File: src/rtl/seq_frame_tx_if.sv
// Link bundle for the serial frame transmitter.
// The parallel word handshake and the serial output travel together.
// The master side is the word producer/link observer. The slave side is the transmitter.
interface seq_frame_tx_if #(
  parameter int DATA_W = 8
);
  logic              din_vld;
  logic [DATA_W-1:0] din;
  logic              din_rdy;
  logic              dout;
  logic              dout_vld;
  logic              busy;

  modport master (
    output din_vld,
    output din,
    input  din_rdy,
    input  dout,
    input  dout_vld,
    input  busy
  );

  modport slave (
    input  din_vld,
    input  din,
    output din_rdy,
    output dout,
    output dout_vld,
    output busy
  );
endinterface

File: src/rtl/seq_frame_tx.sv
// Serial frame transmitter.
// A frame is the header pattern followed by the payload word, sent MSB-first,
// and then an idle gap. The header and the payload share a single shift
// register, so HDR and DATA both shift out the register MSB. The counter only
// marks where each state ends.
module seq_frame_tx #(
  parameter int               DATA_W  = 8,
  parameter int               HDR_W   = 4,
  parameter logic [HDR_W-1:0] HDR_PAT = 4'b1011,
  parameter int               GAP_CYC = 2
) (
  input  logic                clk,
  input  logic                rst_n,
  seq_frame_tx_if.slave       link
);

  localparam int MAX_HD  = (HDR_W > DATA_W) ? HDR_W : DATA_W;
  localparam int MAX_ALL = (MAX_HD > GAP_CYC) ? MAX_HD : GAP_CYC;
  localparam int CNT_W   = $clog2(MAX_ALL + 1);
  localparam int FRM_W   = HDR_W + DATA_W;

  localparam logic [CNT_W-1:0] HDR_LAST  = CNT_W'(HDR_W - 1);
  localparam logic [CNT_W-1:0] DATA_LAST = CNT_W'(DATA_W - 1);
  localparam logic [CNT_W-1:0] GAP_LAST  = CNT_W'((GAP_CYC > 0) ? GAP_CYC - 1 : 0);

  typedef enum logic [1:0] {
    IDLE,
    HDR,
    DATA,
    GAP
  } state_t;

  state_t             state_q, state_d;
  logic [CNT_W-1:0]   cnt_q, cnt_d;
  logic [FRM_W-1:0]   frame_q, frame_d;
  logic               dout_q, dout_d;
  logic               doutVld_q, doutVld_d;

  // Next-state logic. The outputs are computed one cycle ahead so that the registered dout is the bit for the coming cycle.
  always_comb begin
    state_d   = state_q;
    cnt_d     = cnt_q;
    frame_d   = frame_q;
    dout_d    = 1'b0;
    doutVld_d = 1'b0;

    case (state_q)
      IDLE: begin
        if (link.din_vld) begin
          state_d   = HDR;
          cnt_d     = '0;
          frame_d   = {HDR_PAT, link.din} << 1;
          dout_d    = HDR_PAT[HDR_W-1];
          doutVld_d = 1'b1;
        end
      end

      HDR: begin
        dout_d    = frame_q[FRM_W-1];
        doutVld_d = 1'b1;
        frame_d   = frame_q << 1;
        if (cnt_q == HDR_LAST) begin
          state_d = DATA;
          cnt_d   = '0;
        end else begin
          cnt_d = cnt_q + CNT_W'(1);
        end
      end

      DATA: begin
        if (cnt_q == DATA_LAST) begin
          cnt_d = '0;
          if (GAP_CYC > 0) begin
            state_d = GAP;
          end else begin
            state_d = IDLE;
          end
        end else begin
          dout_d    = frame_q[FRM_W-1];
          doutVld_d = 1'b1;
          frame_d   = frame_q << 1;
          cnt_d     = cnt_q + CNT_W'(1);
        end
      end

      GAP: begin
        if (cnt_q == GAP_LAST) begin
          state_d = IDLE;
          cnt_d   = '0;
        end else begin
          cnt_d = cnt_q + CNT_W'(1);
        end
      end

      default: begin
        state_d = IDLE;
        cnt_d   = '0;
      end
    endcase
  end

  // State and output registers. A reset aborts any frame in flight at once.
  always_ff @(posedge clk or negedge rst_n) begin
    if (!rst_n) begin
      state_q   <= IDLE;
      cnt_q     <= '0;
      frame_q   <= '0;
      dout_q    <= 1'b0;
      doutVld_q <= 1'b0;
    end else begin
      state_q   <= state_d;
      cnt_q     <= cnt_d;
      frame_q   <= frame_d;
      dout_q    <= dout_d;
      doutVld_q <= doutVld_d;
    end
  end

  assign link.dout     = dout_q;
  assign link.dout_vld = doutVld_q;
  assign link.din_rdy  = (state_q == IDLE);
  assign link.busy     = (state_q != IDLE);

endmodule

File: src/flat_wrapper.sv
// flat-port wrapper written by rule: the top's interface ports become plain ports
module seq_frame_tx_flat 
#(
  parameter int               DATA_W  = 8,
  parameter int               HDR_W   = 4,
  parameter logic [HDR_W-1:0] HDR_PAT = 4'b1011,
  parameter int               GAP_CYC = 2
)
  (clk, rst_n, link_din_vld, link_din, link_din_rdy, link_dout, link_dout_vld, link_busy);
  seq_frame_tx_if #(.DATA_W(DATA_W)) link_i ();
  input  logic clk;
  input  logic rst_n;
  input wire logic [$bits(link_i.din_vld)-1:0] link_din_vld;
  input wire logic [$bits(link_i.din)-1:0] link_din;
  output wire logic [$bits(link_i.din_rdy)-1:0] link_din_rdy;
  output wire logic [$bits(link_i.dout)-1:0] link_dout;
  output wire logic [$bits(link_i.dout_vld)-1:0] link_dout_vld;
  output wire logic [$bits(link_i.busy)-1:0] link_busy;
  assign link_i.din_vld = link_din_vld;
  assign link_i.din = link_din;
  assign link_din_rdy = link_i.din_rdy;
  assign link_dout = link_i.dout;
  assign link_dout_vld = link_i.dout_vld;
  assign link_busy = link_i.busy;
  seq_frame_tx #(.DATA_W(DATA_W), .HDR_W(HDR_W), .HDR_PAT(HDR_PAT), .GAP_CYC(GAP_CYC)) u_core (.clk(clk), .rst_n(rst_n), .link(link_i));
endmodule
File: config.mk
export PLATFORM = sky130hd
export DESIGN_NAME = seq_frame_tx_flat
export DESIGN_NICKNAME = d
export VERILOG_FILES = /design/src/rtl/seq_frame_tx_if.sv /design/src/rtl/seq_frame_tx.sv /design/src/flat_wrapper.sv
export SDC_FILE = /design/constraint.sdc
export NUM_CORES = 1
export LEC_CHECK = 0
export CAP_MARGIN = 15
export CORE_AREA = 2 2 47 49
export CTS_CLUSTER_DIAMETER = 150
export CTS_CLUSTER_SIZE = 20
export DETAILED_ROUTE_END_ITERATION = 12
export DIE_AREA = 0 0 49 51
export GPL_TIMING_DRIVEN = 0
export PLACE_DENSITY = 0.78
export RECOVER_POWER = 25
export SYNTH_ARGS = -nofsm -noshare
export SYNTH_HDL_FRONTEND = slang
export SYNTH_SLANG_ARGS = --single-unit
File: constraint.sdc
create_clock -name clk -period 3.5 [get_ports clk]
set_input_delay 0.7 -clock clk [delete_from_list [all_inputs] [get_ports clk]]
set_output_delay 0.7 -clock clk [all_outputs]
set_load 0.01 [all_outputs]
After elaboration in Yosys (flattened, before gate mapping)
Index checks and enable logic that the tools add are counted.
- bits in registers: 20
- input port bits: 11
- output and inout bits: 4
- word-level logic and storage cells: 40
- add/subtract/negate cells: 1
- equality and inequality tests: 11
- muxes and demuxes: 18
- reduce and logical (&&, ||, !) cells: 5
- operators by type and width (operator ; number):
    12-bit one-hot mux with 3 select lines ; 1
    12-bit 2-to-1 mux ; 2
    4-bit 2-to-1 mux ; 4
    4-bit one-hot mux with 4 select lines ; 1
    2-bit 2-to-1 mux ; 4
    2-bit one-hot mux with 4 select lines ; 1
    2-bit by 1-bit != test with 1-bit output, second input constant ; 3
    1-bit one-hot mux with 3 select lines ; 2
    4-bit by 1-bit adder with 4-bit output, second input constant ; 1
    2-bit equality test, second input constant ; 2
    4-bit by 1-bit equality test with 1-bit output, second input constant ; 1
    4-bit by 2-bit equality test with 1-bit output, second input constant ; 1
    4-bit by 3-bit equality test with 1-bit output, second input constant ; 1
    2-bit != test, second input constant ; 2
    4-bit AND reduction ; 1
    1-bit 2-to-1 mux ; 3
    3-bit AND reduction ; 1
    3-bit nonzero test ; 1
    2-bit by 1-bit equality test with 1-bit output, second input constant ; 1
    2-bit zero test ; 1
    2-bit nonzero test ; 1

Logic depth before layout (Yosys ltp)
- word-level depth: 3
- gate-level depth with buffers: 7

Worst setup path after synthesis
No wires, ideal clock.
- path type: reg-to-reg
- start point: reg u_core.cnt_q[1]
- end point: reg u_core.state_q[1]
- library setup time: 125 ps
- arrival time: 1823 ps
- data required time: 3375 ps
- setup slack: 1552 ps
- stages on the path, launching flop included: 7
- clock period less this slack: 1948 ps
- cells stage by stage: dfrtp_1 inv_1 ha_1 or3b_4 a22oi_4 or3b_4 mux2_4
- longest elaborated chain between the ends: 3
- elaborated cells on any way between the ends: 7
- classes of those cells: eq/ne (6); reduce/logical (1)
- ends and longest elaborated chain (item ; line ; source):
    from (decl) ; seq_frame_tx.sv:34 ; logic [CNT_W-1:0] cnt_q, cnt_d;
    from (signal assigned) ; seq_frame_tx.sv:112 ; cnt_q <= cnt_d;
    4-bit by 1-bit equality test with 1-bit output, or another cell as far along ; seq_frame_tx.sv:87 ; if (cnt_q == GAP_LAST) begin
    2-bit by 1-bit != test with 1-bit output (no source line) ; - ;
    4-bit AND reduction (no source line) * ; - ;
    to (signal assigned) ; seq_frame_tx.sv:111 ; state_q <= state_d;
    to (decl) ; seq_frame_tx.sv:33 ; state_t state_q, state_d;
Every way passes the cells marked *; elsewhere a longest branch is shown, timed or not.
A chain may end at the register's enable or synchronous reset.

Worst setup path in the final report
- start point: reg u_core.state_q[0]
- end point: out link_din_rdy
- longest elaborated chain between the ends: 1
- ends and longest elaborated chain (item ; line ; source):
    2-bit zero test ; seq_frame_tx.sv:121 ; assign link.din_rdy = (state_q == IDLE);
    to (decl) ; flat_wrapper.sv:15 ; output wire logic [$bits(link_i.din_rdy)-1:0] link_din_rdy;
Every way passes these cells.

==> metrics <==
Layout area overhead 19.2%; total routed wirelength between 1500 and 2000 um; switching power approximately 0.47 mW; ANT nets after route 0; Mapped Cells approximately 100; # IOs 15; Power Dens Cells around 900 nW/um2; # Post-CTS Setup Buffers 0; Placement Rows 17; max-slew violations 0; Worst-path clk slew 0.11 ns; combinational share of power 0.583; DR pass1 iterations 4; die area between 2000 and 2500 um2; Post-synth top cells 19 x dfrtp_1, 11 x a21oi_1, 10 x nor2_1, 9 x inv_1, 8 x mux2i_1; Synth top area share 0.451; net count after synthesis between 100 and 150; most frequent cell after synthesis dfrtp_1; leading area contributor after synthesis dfrtp_1; Final Cycle Share 0.669; H-tree levels 1; grt total ovfl 0; Fill cells 170; setup TNS 0 ns; worst-margin pin slew ~0.84 ns; async set or reset register ratio after synthesis 1.00; initial core utilization 0.511; status finished clean; Syn. warnings 0; RSZ-0062 raised after global routing false; leakage power around 0.57 nW; ANT cells 0; switching part of the total 0.403; CP max FO 4; Final Skew 0.00350 ns; Mapped Area between 1000 and 1500 um2; Sequential Power Share 0.322; Die Wd 49 um; drt wl/cell approximately 12 um; cell-internal power just under 0.7 mW; VDD IR-drop max approximately 0.56 mV; CTS sink count 19; syn_area_per_cell around 10 um2; largest net degree at the start of global routing 20; Setup crit start kind flip-flop; die height about 51 um; CTS Buffer Depth 2; Placer Congestion roughly 0.87; # DRC 0; Unique masters post-synth 30; critical path class reg -> out; CTS tree yes; Main synth FF type dfrtp_1; vias in the first global route about 740; worst min path class reg -> reg; first-pass GRT wire length 3280 um; Inserted Clock Buffers 3; MaxCap Viol Count 0; initial antenna violation count 0; maximum clock rate ~0.43 GHz; ratio of cells with drive above 1 in the final layout 0.132; fin area 1260 um2; Seq/Total Area, Yosys 0.451; dpl hpwl ~1400 um; nets 140; initial DRC count 15; Hold Fails Final Rpt 0; vias per cell approximately 5.3; GR Util All Layers 0.178; clock power share 0.095; WP data required roughly 2.8 ns; PortBufs 14; Arrival @ worst endpoint 1.64 ns; fin crit period about 2.3 ns; Clock Latency Late Sink around 0.30 ns; dpl ws ~0.91 ns; post-CTS resize count 0; Crit. End Element output pin; core footprint about 2100 um2; placed standard-cell area 1230 um2; EDFF count, synth 0; FF+latch count, synth 19; max_slew headroom 0.436; synth top area cells dfrtp_1 45%, ha_1 8.3%, mux2i_1 7.6%; Root Driver clkbuf_4; CTS Hold Buffers Added 0; DR vias between 700 and 800; post-route setup slack 1.16 ns; Setup violations, final 0
==> area by class of cell <==
| type | instances | area (um2) | area share |
|---|---|---|---|
| Timing Repair Buffer | 14 | 140 | 0.112 |
| Inverter | 9 | 33.8 | 0.0269 |
| Clock buffer | 3 | 22.5 | 0.0179 |
| Tap cell | 28 | 35.0 | 0.0279 |
| Sequential cell | 19 | 475 | 0.378 |
| Multi-Input combinational cell | 70 | 507 | 0.403 |
| Buffer | 5 | 37.5 | 0.0299 |
| Clock inverter | 1 | 5.00 | 0.00398 |
==> state kept, by name (all words and copies together) (netlist names) <==
register / flops
u_core.link.dout_vld: 1
u_core.frame_q: 11
u_core.cnt_q: 4
u_core.state_q: 2
u_core.link.dout: 1
==> per-layer routing <==
layer  routed length [um]  up-vias  global-route usage
li1                     -      391                   -
met1                  833      374               0.216
met2                  890       18               0.304
met3                   60        4              0.0351
met4                   35        0              0.0857
met5                    0        -                   0
==> cell usage in the layout, fill, tap and decap left out, drive strengths merged, types with 2 or more instances in the layout <==
| master | count |
|---|---|
| a21oi | 11 |
| a22oi | 2 |
| a31oi | 2 |
| buf | 2 |
| clkbuf | 6 |
| clkdlybuf4s50 | 13 |
| dfrtp | 19 |
| ha | 7 |
| inv | 9 |
| mux2i | 8 |
| nand2 | 4 |
| nand3 | 2 |
| nor2 | 10 |
| nor2b | 2 |
| nor3 | 2 |
| o21ai | 6 |
| or3b | 4 |
==> metrics by stage <==
stage | hold slack [ns] | total power, mW | utilization | cells
2_1_floorplan | 0.404 | 0.892 | - | 103
3_3_place_gp | 0.498 | 1.03 | 0.596 | 145
3_5_place_dp | 0.503 | 1.06 | 0.596 | 145
4_1_cts | 0.529 | 1.17 | 0.609 | 149
5_1_grt | 0.568 | 1.27 | 0.609 | 149
6_report | 0.524 | 1.16 | 0.609 | 149
==> final timing paths <==
path,startpoint,end,slack (ns),depth (start not counted)
setup / recovery,u_core.state_q[0],link_din_rdy,1.16,3
hold / removal,u_core.frame_q[10],u_core.frame_q[11],0.52,2
setup reg to reg,u_core.state_q[0],u_core.frame_q[9],1.32,7
hold reg to reg,u_core.frame_q[10],u_core.frame_q[11],0.52,2
max in group asynchronous,rst_n,u_core.cnt_q[0],2.04,1
min in group asynchronous,rst_n,u_core.link.dout,0.94,1
==> power groups by stage <==
stage / Clock [mW] / Combinational (mW) / Sequential (mW)
2_1_floorplan: 0 / 0.522 / 0.370
3_3_place_gp: 0 / 0.658 / 0.374
3_5_place_dp: 0 / 0.681 / 0.379
4_1_cts: 0.115 / 0.683 / 0.374
5_1_grt: 0.127 / 0.760 / 0.383
6_report: 0.110 / 0.677 / 0.373
==> worst max-delay path, stage by stage (launching register included) <==
cell and delay, ns:
dfrtp_1 0.42, inv_1 0.13, ha_1 0.23, clkdlybuf4s50_1 0.56
==> logic make-up (layout without fill, tap and decap cells) <==
logic type      Yosys count  in the layout  share of synthesized area
compound gates           27             27                      0.167
fa+ha+maj                 7              7                     0.0831
buf+inv                  14             32                     0.0677
flops                    19             19                      0.451
mux                       9              9                     0.0903
simple gates             27             27                      0.140
Note: power is estimated with default switching activity, not from simulation.
